$ cat src/rtl/team_autopilot_buttons_pkg.sv
// Shared game definitions for the autopilot button driver.
// Holds the autopilot FSM state type, the legal player range and the
// active-low button encoding used on the vu/vd pins.
package game_pkg;

    typedef enum logic [1:0] {
        ST_IDLE,
        ST_GAP,
        ST_PRESS_UP,
        ST_PRESS_DOWN
    } autopilot_state_t;

    localparam int PLAYER_MIN_POS = 62;
    localparam int PLAYER_MAX_POS = 485;

    localparam logic BTN_PRESSED  = 1'b0;
    localparam logic BTN_RELEASED = 1'b1;

    // Width of the sample and hold/gap timers; covers SAMPLE_CYCLES comfortably.
    localparam int TIMER_W = 16;

endpackage

$ cat src/rtl/team_autopilot_buttons_if.sv
// Button interface between the autopilot (master) and the team controller /
// board mux (slave).
//   enable      autopilot active; 0 forces release
//   target_pos  desired vertical position
//   cur_pos     player position fed back from the controller
//   vu_button   up button, active-low
//   vd_button   down button, active-low
//   active      high while a press is asserted
interface team_autopilot_buttons_if #(
    parameter int POS_W = 10
);
    logic             enable;
    logic [POS_W-1:0] target_pos;
    logic [POS_W-1:0] cur_pos;
    logic             vu_button;
    logic             vd_button;
    logic             active;

    modport master (
        input  enable,
        input  target_pos,
        input  cur_pos,
        output vu_button,
        output vd_button,
        output active
    );

    modport slave (
        output enable,
        output target_pos,
        output cur_pos,
        input  vu_button,
        input  vd_button,
        input  active
    );
endinterface

$ cat src/rtl/team_autopilot_buttons_timer.sv
// autopilot_timer: clearable up-counter with a terminal-count flag.
//   clk, rst_n  clock and asynchronous active-low reset
//   clear       synchronous return to zero (wins over en)
//   en          count up by one
//   limit       terminal value
//   tc          count == limit
module autopilot_timer #(
    parameter int W = 16
) (
    input  logic         clk,
    input  logic         rst_n,
    input  logic         clear,
    input  logic         en,
    input  logic [W-1:0] limit,
    output logic         tc
);
    logic [W-1:0] count;

    always_ff @(posedge clk or negedge rst_n) begin
        if (!rst_n) begin
            count <= '0;
        end else if (clear) begin
            count <= '0;
        end else if (en) begin
            count <= count + W'(1);
        end
    end

    assign tc = (count == limit);
endmodule

$ cat src/rtl/team_autopilot_buttons.sv
// team_autopilot_buttons: computer player for one team's vertical axis.
// Compares the player position with a clamped target and drives synthetic
// active-low up/down presses so the player tracks the target.
//   clk    system clock
//   rst_n  asynchronous active-low reset
//   bus    master side of team_autopilot_buttons_if
//          (enable, target_pos, cur_pos in; vu_button, vd_button, active out)
//
// state         | meaning
// --------------+-----------------------------------------------------------
// ST_IDLE       | both released, sample timer running toward next decision
// ST_GAP        | both released for GAP_CYCLES before a new/reversed press
// ST_PRESS_UP   | vu held low; re-evaluated every cycle once hold is met
// ST_PRESS_DOWN | vd held low; re-evaluated every cycle once hold is met
module team_autopilot_buttons
    import game_pkg::*;
#(
    parameter int POS_W         = 10,
    parameter int MIN_POS       = PLAYER_MIN_POS,
    parameter int MAX_POS       = PLAYER_MAX_POS,
    parameter int DEADBAND      = 4,
    parameter int SAMPLE_CYCLES = 1000,
    parameter int HOLD_CYCLES   = 200,
    parameter int GAP_CYCLES    = 4
) (
    input  logic clk,
    input  logic rst_n,
    team_autopilot_buttons_if.master bus
);
    localparam logic [TIMER_W-1:0]   SAMPLE_LIM = TIMER_W'(SAMPLE_CYCLES - 1);
    localparam logic [TIMER_W-1:0]   HOLD_LIM   = TIMER_W'(HOLD_CYCLES - 1);
    localparam logic [TIMER_W-1:0]   GAP_LIM    = TIMER_W'(GAP_CYCLES - 1);
    localparam logic [POS_W-1:0]     MIN_P      = POS_W'(MIN_POS);
    localparam logic [POS_W-1:0]     MAX_P      = POS_W'(MAX_POS);
    localparam logic signed [POS_W:0] DB        = (POS_W+1)'(DEADBAND);

    autopilot_state_t   state, state_next;
    logic               pend_up, pend_up_next;
    logic [POS_W-1:0]   tgt_c;
    logic signed [POS_W:0] err;
    logic               err_lo, err_hi;
    logic               smp_tc, smp_clear, smp_en;
    logic               hg_tc, hg_clear, hg_en;
    logic [TIMER_W-1:0] hg_limit;
    logic               vu_q, vd_q, act_q;

    always_comb begin
        tgt_c = bus.target_pos;
        if (bus.target_pos < MIN_P) tgt_c = MIN_P;
        if (bus.target_pos > MAX_P) tgt_c = MAX_P;
    end

    // Negative error means the target is above the player (smaller y): press up.
    assign err    = $signed({1'b0, tgt_c}) - $signed({1'b0, bus.cur_pos});
    assign err_lo = (err < -DB);
    assign err_hi = (err > DB);

    always_comb begin
        state_next   = state;
        pend_up_next = pend_up;
        if (!bus.enable) begin
            state_next = ST_IDLE;
        end else begin
            case (state)
                ST_IDLE: begin
                    if (smp_tc) begin
                        if (err_lo) begin
                            state_next   = ST_GAP;
                            pend_up_next = 1'b1;
                        end else if (err_hi) begin
                            state_next   = ST_GAP;
                            pend_up_next = 1'b0;
                        end
                    end
                end
                ST_GAP: begin
                    if (hg_tc) state_next = pend_up ? ST_PRESS_UP : ST_PRESS_DOWN;
                end
                ST_PRESS_UP: begin
                    if (hg_tc) begin
                        if (err_hi) begin
                            state_next   = ST_GAP;
                            pend_up_next = 1'b0;
                        end else if (!err_lo || bus.cur_pos <= MIN_P) begin
                            state_next = ST_IDLE;
                        end
                    end
                end
                ST_PRESS_DOWN: begin
                    if (hg_tc) begin
                        if (err_lo) begin
                            state_next   = ST_GAP;
                            pend_up_next = 1'b1;
                        end else if (!err_hi || bus.cur_pos >= MAX_P) begin
                            state_next = ST_IDLE;
                        end
                    end
                end
                default: state_next = ST_IDLE;
            endcase
        end
    end

    // Sample timer restarts on every terminal count and is held at zero
    // outside IDLE, so each return to IDLE starts a full interval.
    assign smp_en    = (state == ST_IDLE) && bus.enable;
    assign smp_clear = !bus.enable || (state != ST_IDLE) || smp_tc;

    // Hold/gap timer is cleared on every state change; it saturates at its
    // limit so a press past the minimum hold keeps hg_tc asserted.
    assign hg_limit = (state == ST_GAP) ? GAP_LIM : HOLD_LIM;
    assign hg_en    = (state != ST_IDLE) && !hg_tc;
    assign hg_clear = !bus.enable || (state_next != state);

    autopilot_timer #(.W(TIMER_W)) u_sample_timer (
        .clk   (clk),
        .rst_n (rst_n),
        .clear (smp_clear),
        .en    (smp_en),
        .limit (SAMPLE_LIM),
        .tc    (smp_tc)
    );

    autopilot_timer #(.W(TIMER_W)) u_hold_gap_timer (
        .clk   (clk),
        .rst_n (rst_n),
        .clear (hg_clear),
        .en    (hg_en),
        .limit (hg_limit),
        .tc    (hg_tc)
    );

    always_ff @(posedge clk or negedge rst_n) begin
        if (!rst_n) begin
            state   <= ST_IDLE;
            pend_up <= 1'b0;
        end else begin
            state   <= state_next;
            pend_up <= pend_up_next;
        end
    end

    // Pins are decoded from the next state so they change together with it;
    // at most one press state exists, so both buttons can never be low.
    always_ff @(posedge clk or negedge rst_n) begin
        if (!rst_n) begin
            vu_q  <= BTN_RELEASED;
            vd_q  <= BTN_RELEASED;
            act_q <= 1'b0;
        end else begin
            vu_q  <= (state_next == ST_PRESS_UP)   ? BTN_PRESSED : BTN_RELEASED;
            vd_q  <= (state_next == ST_PRESS_DOWN) ? BTN_PRESSED : BTN_RELEASED;
            act_q <= (state_next == ST_PRESS_UP) || (state_next == ST_PRESS_DOWN);
        end
    end

    assign bus.vu_button = vu_q;
    assign bus.vd_button = vd_q;
    assign bus.active    = act_q;
endmodule

$ cat src/flat_wrapper.sv
// flat-port wrapper written by rule: the top's interface ports become plain ports
module team_autopilot_buttons_flat import game_pkg::*;
#(
    parameter int POS_W         = 10,
    parameter int MIN_POS       = PLAYER_MIN_POS,
    parameter int MAX_POS       = PLAYER_MAX_POS,
    parameter int DEADBAND      = 4,
    parameter int SAMPLE_CYCLES = 1000,
    parameter int HOLD_CYCLES   = 200,
    parameter int GAP_CYCLES    = 4
)
  (clk, rst_n, bus_enable, bus_target_pos, bus_cur_pos, bus_vu_button, bus_vd_button, bus_active);
  team_autopilot_buttons_if #(.POS_W(POS_W)) bus_i ();
  input  logic clk;
  input  logic rst_n;
  input wire logic [$bits(bus_i.enable)-1:0] bus_enable;
  input wire logic [$bits(bus_i.target_pos)-1:0] bus_target_pos;
  input wire logic [$bits(bus_i.cur_pos)-1:0] bus_cur_pos;
  output wire logic [$bits(bus_i.vu_button)-1:0] bus_vu_button;
  output wire logic [$bits(bus_i.vd_button)-1:0] bus_vd_button;
  output wire logic [$bits(bus_i.active)-1:0] bus_active;
  assign bus_i.enable = bus_enable;
  assign bus_i.target_pos = bus_target_pos;
  assign bus_i.cur_pos = bus_cur_pos;
  assign bus_vu_button = bus_i.vu_button;
  assign bus_vd_button = bus_i.vd_button;
  assign bus_active = bus_i.active;
  team_autopilot_buttons #(.POS_W(POS_W), .MIN_POS(MIN_POS), .MAX_POS(MAX_POS), .DEADBAND(DEADBAND), .SAMPLE_CYCLES(SAMPLE_CYCLES), .HOLD_CYCLES(HOLD_CYCLES), .GAP_CYCLES(GAP_CYCLES)) u_core (.clk(clk), .rst_n(rst_n), .bus(bus_i));
endmodule
$ cat config.mk
export PLATFORM = sky130hd
export DESIGN_NAME = team_autopilot_buttons_flat
export DESIGN_NICKNAME = d
export VERILOG_FILES = /design/src/rtl/team_autopilot_buttons_pkg.sv /design/src/rtl/team_autopilot_buttons_if.sv /design/src/rtl/team_autopilot_buttons_timer.sv /design/src/rtl/team_autopilot_buttons.sv /design/src/flat_wrapper.sv
export SDC_FILE = /design/constraint.sdc
export NUM_CORES = 1
export LEC_CHECK = 0
export CAP_MARGIN = 20
export CORE_UTILIZATION = 54
export CTS_CLUSTER_SIZE = 40
export DETAILED_ROUTE_END_ITERATION = 10
export HOLD_SLACK_MARGIN = 0.03
export PLACE_DENSITY_LB_ADDON = 0.05
export SYNTH_ARGS = -nofsm -noshare
export SYNTH_HDL_FRONTEND = slang
export SYNTH_HIERARCHICAL = 1
export SYNTH_SLANG_ARGS = --single-unit
export TNS_END_PERCENT = 10
$ cat constraint.sdc
create_clock -name clk -period 3.34 [get_ports clk]
set_clock_uncertainty 0.1 [all_clocks]
set_input_delay 0.668 -clock clk [delete_from_list [all_inputs] [get_ports clk]]
set_output_delay 0.668 -clock clk [all_outputs]
set_load 0.02 [all_outputs]
Word level (Yosys, flattened, before mapping)
Cells that the tools add are included.

Add/subtract/negate cells: 3. Order comparisons: 6. Eq/ne operators: 12. Muxes and demuxes: 29. Reduce and logical (&&, ||, !) cells: 18.

Operator list (number): 2-to-1 mux 16 bit (4); adder 16 x 1 -> 16 bit (second input constant) (2); 2-to-1 mux 2 bit (11); 2-to-1 mux 10 bit (2); == test 16 x 10 -> 1 bit (second input constant) (1); == test 16 bit (1); > comparator 11 x 4 -> 1 bit (second input constant) (1); < comparator 11 x 3 -> 1 bit (second input constant) (1); subtractor 10 x 10 -> 11 bit (1); greater-or-equal comparator 10 x 9 -> 1 bit (second input constant) (1); > comparator 10 x 9 -> 1 bit (second input constant) (1); <= comparator 10 x 6 -> 1 bit (second input constant) (1); < comparator 10 x 6 -> 1 bit (second input constant) (1); 2-to-1 mux 1 bit (9); == test 2 bit (second input constant) (4); 2-to-1 mux 8 bit (1); inequality test 2 x 1 -> 1 bit (second input constant) (4); case mux 2 bit (4 select lines) (1); logical OR 1 bit (6); AND reduction 6 bit (1); nonzero test 2 bit (3); zero test 1 bit (4); case mux 1 bit (3 select lines) (1); nonzero test 3 bit (1); 4 further kinds (5).

Register bits: 38. Bits of input ports: 23. Output and inout bits: 3. Logic and storage cells: 75.

Logic depth before layout (Yosys ltp)
Word-level depth: 15. Gate-level depth with buffers: 20. Depth with buffers taken out: 19.

Hierarchy
Netlist, hierarchy kept.

By module, submodules not included: autopilot_timer (times used 2, cells an instance 104, area each 1024.7 µm², sequential area each 400.4 µm²); team_autopilot_buttons (times used 1, cells an instance 185, area each 1368.8 µm², sequential area each 152.6 µm²).

Worst setup path before layout
No wires, ideal clock.

Path kind: in2reg. Start: in bus_target_pos[8]. End: reg u_core.u_hold_gap_timer.count[14]. Library setup time: 0.125 ns. Arrival: 5.074 ns. Data required time: 3.115 ns. Path slack: -1.959 ns. Cell stages on the path: 20. Buffers on the path: 1. Cell sequence: or2_2 > nor3_1 > o21ai_0 > a21oi_1 > ha_1 > inv_1 > fa_1 > a211oi_4 > o21ai_1 > xnor2_1 > or4_4 > o31ai_4 > o221ai_2 > and3_1 > a211o_1 > buf_2 > o211ai_1 > nor4_4 > nand3_2 > mux2_4.

Cells in the longest elaborated chain, start to end: 15. Elaborated cells between the ends (all ways): 26. Classes of those cells: add/sub: 1; order compare: 4; eq/ne: 1; mux: 14; reduce/logical: 6.

Ends and longest elaborated chain: start, declared (RTL line flat_wrapper.sv:17) `input wire logic [$bits(bus_i.target_pos)-1:0] bus_target_pos;`; < comparator 10 x 6 -> 1 bit (RTL line team_autopilot_buttons.sv:49) `if (bus.target_pos < MIN_P) tgt_c = MIN_P;`; 2-to-1 mux 10 bit (RTL line team_autopilot_buttons.sv:49); 2-to-1 mux 10 bit (*) (RTL line team_autopilot_buttons.sv:50) `if (bus.target_pos > MAX_P) tgt_c = MAX_P;`; subtractor 10 x 10 -> 11 bit (*) (RTL line team_autopilot_buttons.sv:54) `assign err = $signed({1'b0, tgt_c}) - $signed({1'b0, bus.cur_pos});`; > comparator 11 x 4 -> 1 bit or < comparator 11 x 3 -> 1 bit (tied branches) (RTL line team_autopilot_buttons.sv:56, team_autopilot_buttons.sv:55); zero test 1 bit (on tied branches) (RTL line team_autopilot_buttons.sv:94, team_autopilot_buttons.sv:84); logical OR 1 bit (on tied branches) (RTL line team_autopilot_buttons.sv:94, team_autopilot_buttons.sv:84); 2-to-1 mux 2 bit (on tied branches) (RTL line team_autopilot_buttons.sv:94, team_autopilot_buttons.sv:84); 2-to-1 mux 2 bit (on tied branches) (RTL line team_autopilot_buttons.sv:91, team_autopilot_buttons.sv:81); 2-to-1 mux 2 bit (on tied branches) (RTL line team_autopilot_buttons.sv:90, team_autopilot_buttons.sv:80); case mux 2 bit (4 select lines) (*) (RTL line team_autopilot_buttons.sv:64) `case (state)`; 2-to-1 mux 2 bit (*) (RTL line team_autopilot_buttons.sv:61) `if (!bus.enable) begin`; inequality test 2 bit (*) (RTL line team_autopilot_buttons.sv:113) `assign hg_clear = !bus.enable || (state_next != state);`; logical OR 1 bit (*) (RTL line team_autopilot_buttons.sv:113); net u_core.hg_clear (RTL line team_autopilot_buttons.sv:43) `logic hg_tc, hg_clear, hg_en;`; 2-to-1 mux 16 bit or nonzero test 2 bit (tied branches); end signal, assigned (RTL line team_autopilot_buttons_timer.sv:25) `count <= count + W'(1);`; end, declared (RTL line team_autopilot_buttons_timer.sv:17) `logic [W-1:0] count;`.

Mark *: on every way through the listed nets, which the timed path passes. The rest lies on a longest branch. A chain may end at the register's enable or synchronous reset.

Worst setup path in the final report
Same ends and word-level chain as after synthesis.

==> impl_metrics.ini <==
[logic_synthesis]
yosysMostFrequentCell = xnor2_1
synth_area_leaders = dfrtp_1, xnor2_1, ha_1
synth_flop_cell = dfrtp_1
async_flop_share_pct = 100
syn_avg_cell_area_um2 = 8.70
yosysWarnings = 6
seq_area_frac_synth_pct = 27.9
synth_edf_count = 0
yosysTopAreaCellShare_pct = 26.4
synth-seq-cells = 38
synth_commonest_cells = xnor2_1, nor2_1, dfrtp_1
ys_types = 69
syn_area_mm2 = 0.00342
netlist_instances = 393
synth_top_cell_by_area = dfrtp_1

[critical_path]
path_max_fanout = 5
slowest_stage = or4_4
worst_ep_arrival_time_ns = 4.80
end_kind = register
max_stage_delay_ns = 0.51
path_class = in2reg
start_kind = primary input
crit_path_start = bus_target_pos[8]
crit_chain = buf_2 -> or2_4 -> nor3_4 -> o21ai_1 -> a21oi_1 -> ha_2 -> inv_2 -> fa_2 -> a211oi_4 -> o21ai_1 -> xnor2_1 -> or4_4 -> o31ai_4 -> a21o_1 -> nand3_2 -> a211o_1 -> o211ai_1 -> nor4_4 -> nand3_2 -> mux2_4
r2r_slack_ns = -0.45
regToRegStartpoint = u_core/state[0]
cp.required_ns = 3.42

[drt]
post-route-drc-count = 0
postRouteAntennaNets = 0
drtIter0Drc = 189
viasPerCell = 5.43
first_pass_iters = 4
vias = 3225
routed_wl_um = 8610
wire_per_inst_um = 14.5

[global_route]
grt_max_degree = 39
grt_pass1_wl_um = 13800
track_usage_pct = 27.1
grt_overflow = 0
grt_pass1_vias = 3143
antenna_found_initial = 0

[timing]
min_period_ns = 4.72
layout_setup_ws_ns = -1.38
rsz0062_at_grt = yes
fin_crit_sh_pct = 141
max_clock_freq_mhz = 212
worst_pin_slew_ns = 0.853
hold_viol_final = 0
finalMaxSlewViolations = 0
finalSetupTns_ns = -22.72
slew_headroom_pct = 43.2
setup_violations = 22

[floorplanning]
rows = 28
dieArea_mm2 = 0.00665
ios = 26
die_x_um = 81.6
core-area_mm2 = 0.00603
die_h_um = 81.6
initial_core_util_pct = 56.7

[place]
port_buffers = 25
dp_hpwl_um = 6610
dp_slack_ns = -2.16
gp_congestion = 0.908

[clock_network]
path_clk_slew_ns = 0.08
clockRootBuffer = clkbuf_8
cts_sinks = 38
clk_path_buf_depth = 2
clk_latency_ns = 0.30
h-tree-depth = 2
cts_tree = yes
cts_buffers = 5
cts_hold_buffers = 0

[layout]
antennaDiodeCount = 0
layout-area-overhead-vs-synth_pct = 35.2
n_fill_cell = 477
nNetsFinal = 558
layout-drive-gt1-share_pct = 28.1

[power_and_ir_drop]
power_leakage_nw = 2.00
ir_drop_v = 0.000188
p_total_mw = 1.15
powerDensity_mw_per_mm2 = 249

[status]
violations = negative setup slack
status = finished, violations left

[flow_run]
cap_viol_max_count = 0

[hold_path]
hold_class = in2async
-- sequential cells by signal, summed over array words and instances (netlist names) --
signal	count
u_core/u_hold_gap_timer/count	16
u_core/pend_up	1
u_core/u_sample_timer/count	16
u_core/bus.vd_button	1
u_core/state	2
u_core/bus.active	1
u_core/bus.vu_button	1
-- power by group --
part / internal, mW / switching (mW) / total, mW
logic: 0.171 / 0.174 / 0.346
clock network: 0.166 / 0.172 / 0.338
registers: 0.462 / 0.00467 / 0.467
-- stage by stage --
stage	util (%)	cell area (um^2)	cells	hold slack (ns)
after floorplan	-	3550	421	0.272
after global placement	72.4	4360	579	0.446
after detailed placement	72.4	4360	579	0.460
after CTS	75.4	4550	591	0.412
after global routing	76.7	4620	594	0.457
final	76.7	4620	594	0.368
-- layer usage --
metal / vias to the layer above / track usage, % / share of wire [%]
met5: - / 0 / 0
met4: 0 / 6.96 / 1.3
met3: 14 / 3.89 / 4.0
met2: 85 / 48.3 / 50
met1: 1509 / 33.9 / 45
li1: 1617 / - / -
-- layout make-up --
cell class	instances	area (um^2)	share of cell area, %
clock buffers	6	82.6	1.79
clock inverters	2	12.5	0.271
inverters	22	82.6	1.79
multi-input cells	342	2520	54.6
flip-flops and latches	38	953	20.6
well taps	75	93.8	2.03
repair buffers	109	875	18.9
-- cells by family (layout without fill, tap and decap cells) --
logic type               count (synthesis)  in the layout  synth area share [%]
AND/OR/NAND/NOR                        153            153                  25.0
multiplexers                             6              6                  2.05
adder cells (fa/ha/maj)                 17             17                  6.44
flip-flops                              38             38                  27.9
XOR/XNOR                                61             61                  15.6
buffers and inverters                   41            139                  5.31
other                                    2             30                 0.220
AO/OA/AOI/OAI                           75             75                  17.5
-- critical path: cells and delay by family --
family,cells,cell delay (ns)
adders and majority gates,2,0.57
and+or+nand+nor,6,1.12
xor gates and xnor gates,1,0.15
muxes,1,0.29
buffers and inverters,2,0.15
AOI/OAI and AO/OA,8,1.87
-- cells in the final DEF (no fill, tap or decap), types with 5 or more instances in the layout --
master            n
a21oi_1          13
buf_2             5
buf_4            81
clkbuf_8          6
clkdlybuf4s50_1  15
conb_1           30
dfrtp_1          36
ha_1             14
inv_1            21
nand2_1          21
nand3_1          10
nand4_1          21
nor2_1           39
nor2_2            5
nor3_1            7
nor4_1            7
o211ai_1          5
o21ai_0           9
o21ai_1           5
or2_2             5
or3_1             7
xnor2_1          49
xor2_1           10
-- worst paths after layout --
path,end,cells after the start
max,u_core/u_hold_gap_timer/count[14],20
min,u_core/u_hold_gap_timer/count[6],1
max reg2reg,u_core/u_hold_gap_timer/count[14],15
min reg2reg,u_core/pend_up,2
max in group asynchronous,u_core/pend_up,1
min in group clk,u_core/pend_up,2
-- what timing repair did --
item,in CTS,in global routing
gates resized for setup,43,12
setup buffers,4,4
endpoints found under the setup margin,22,22
pin swaps,26,10
(Power assumes the default switching activity.)
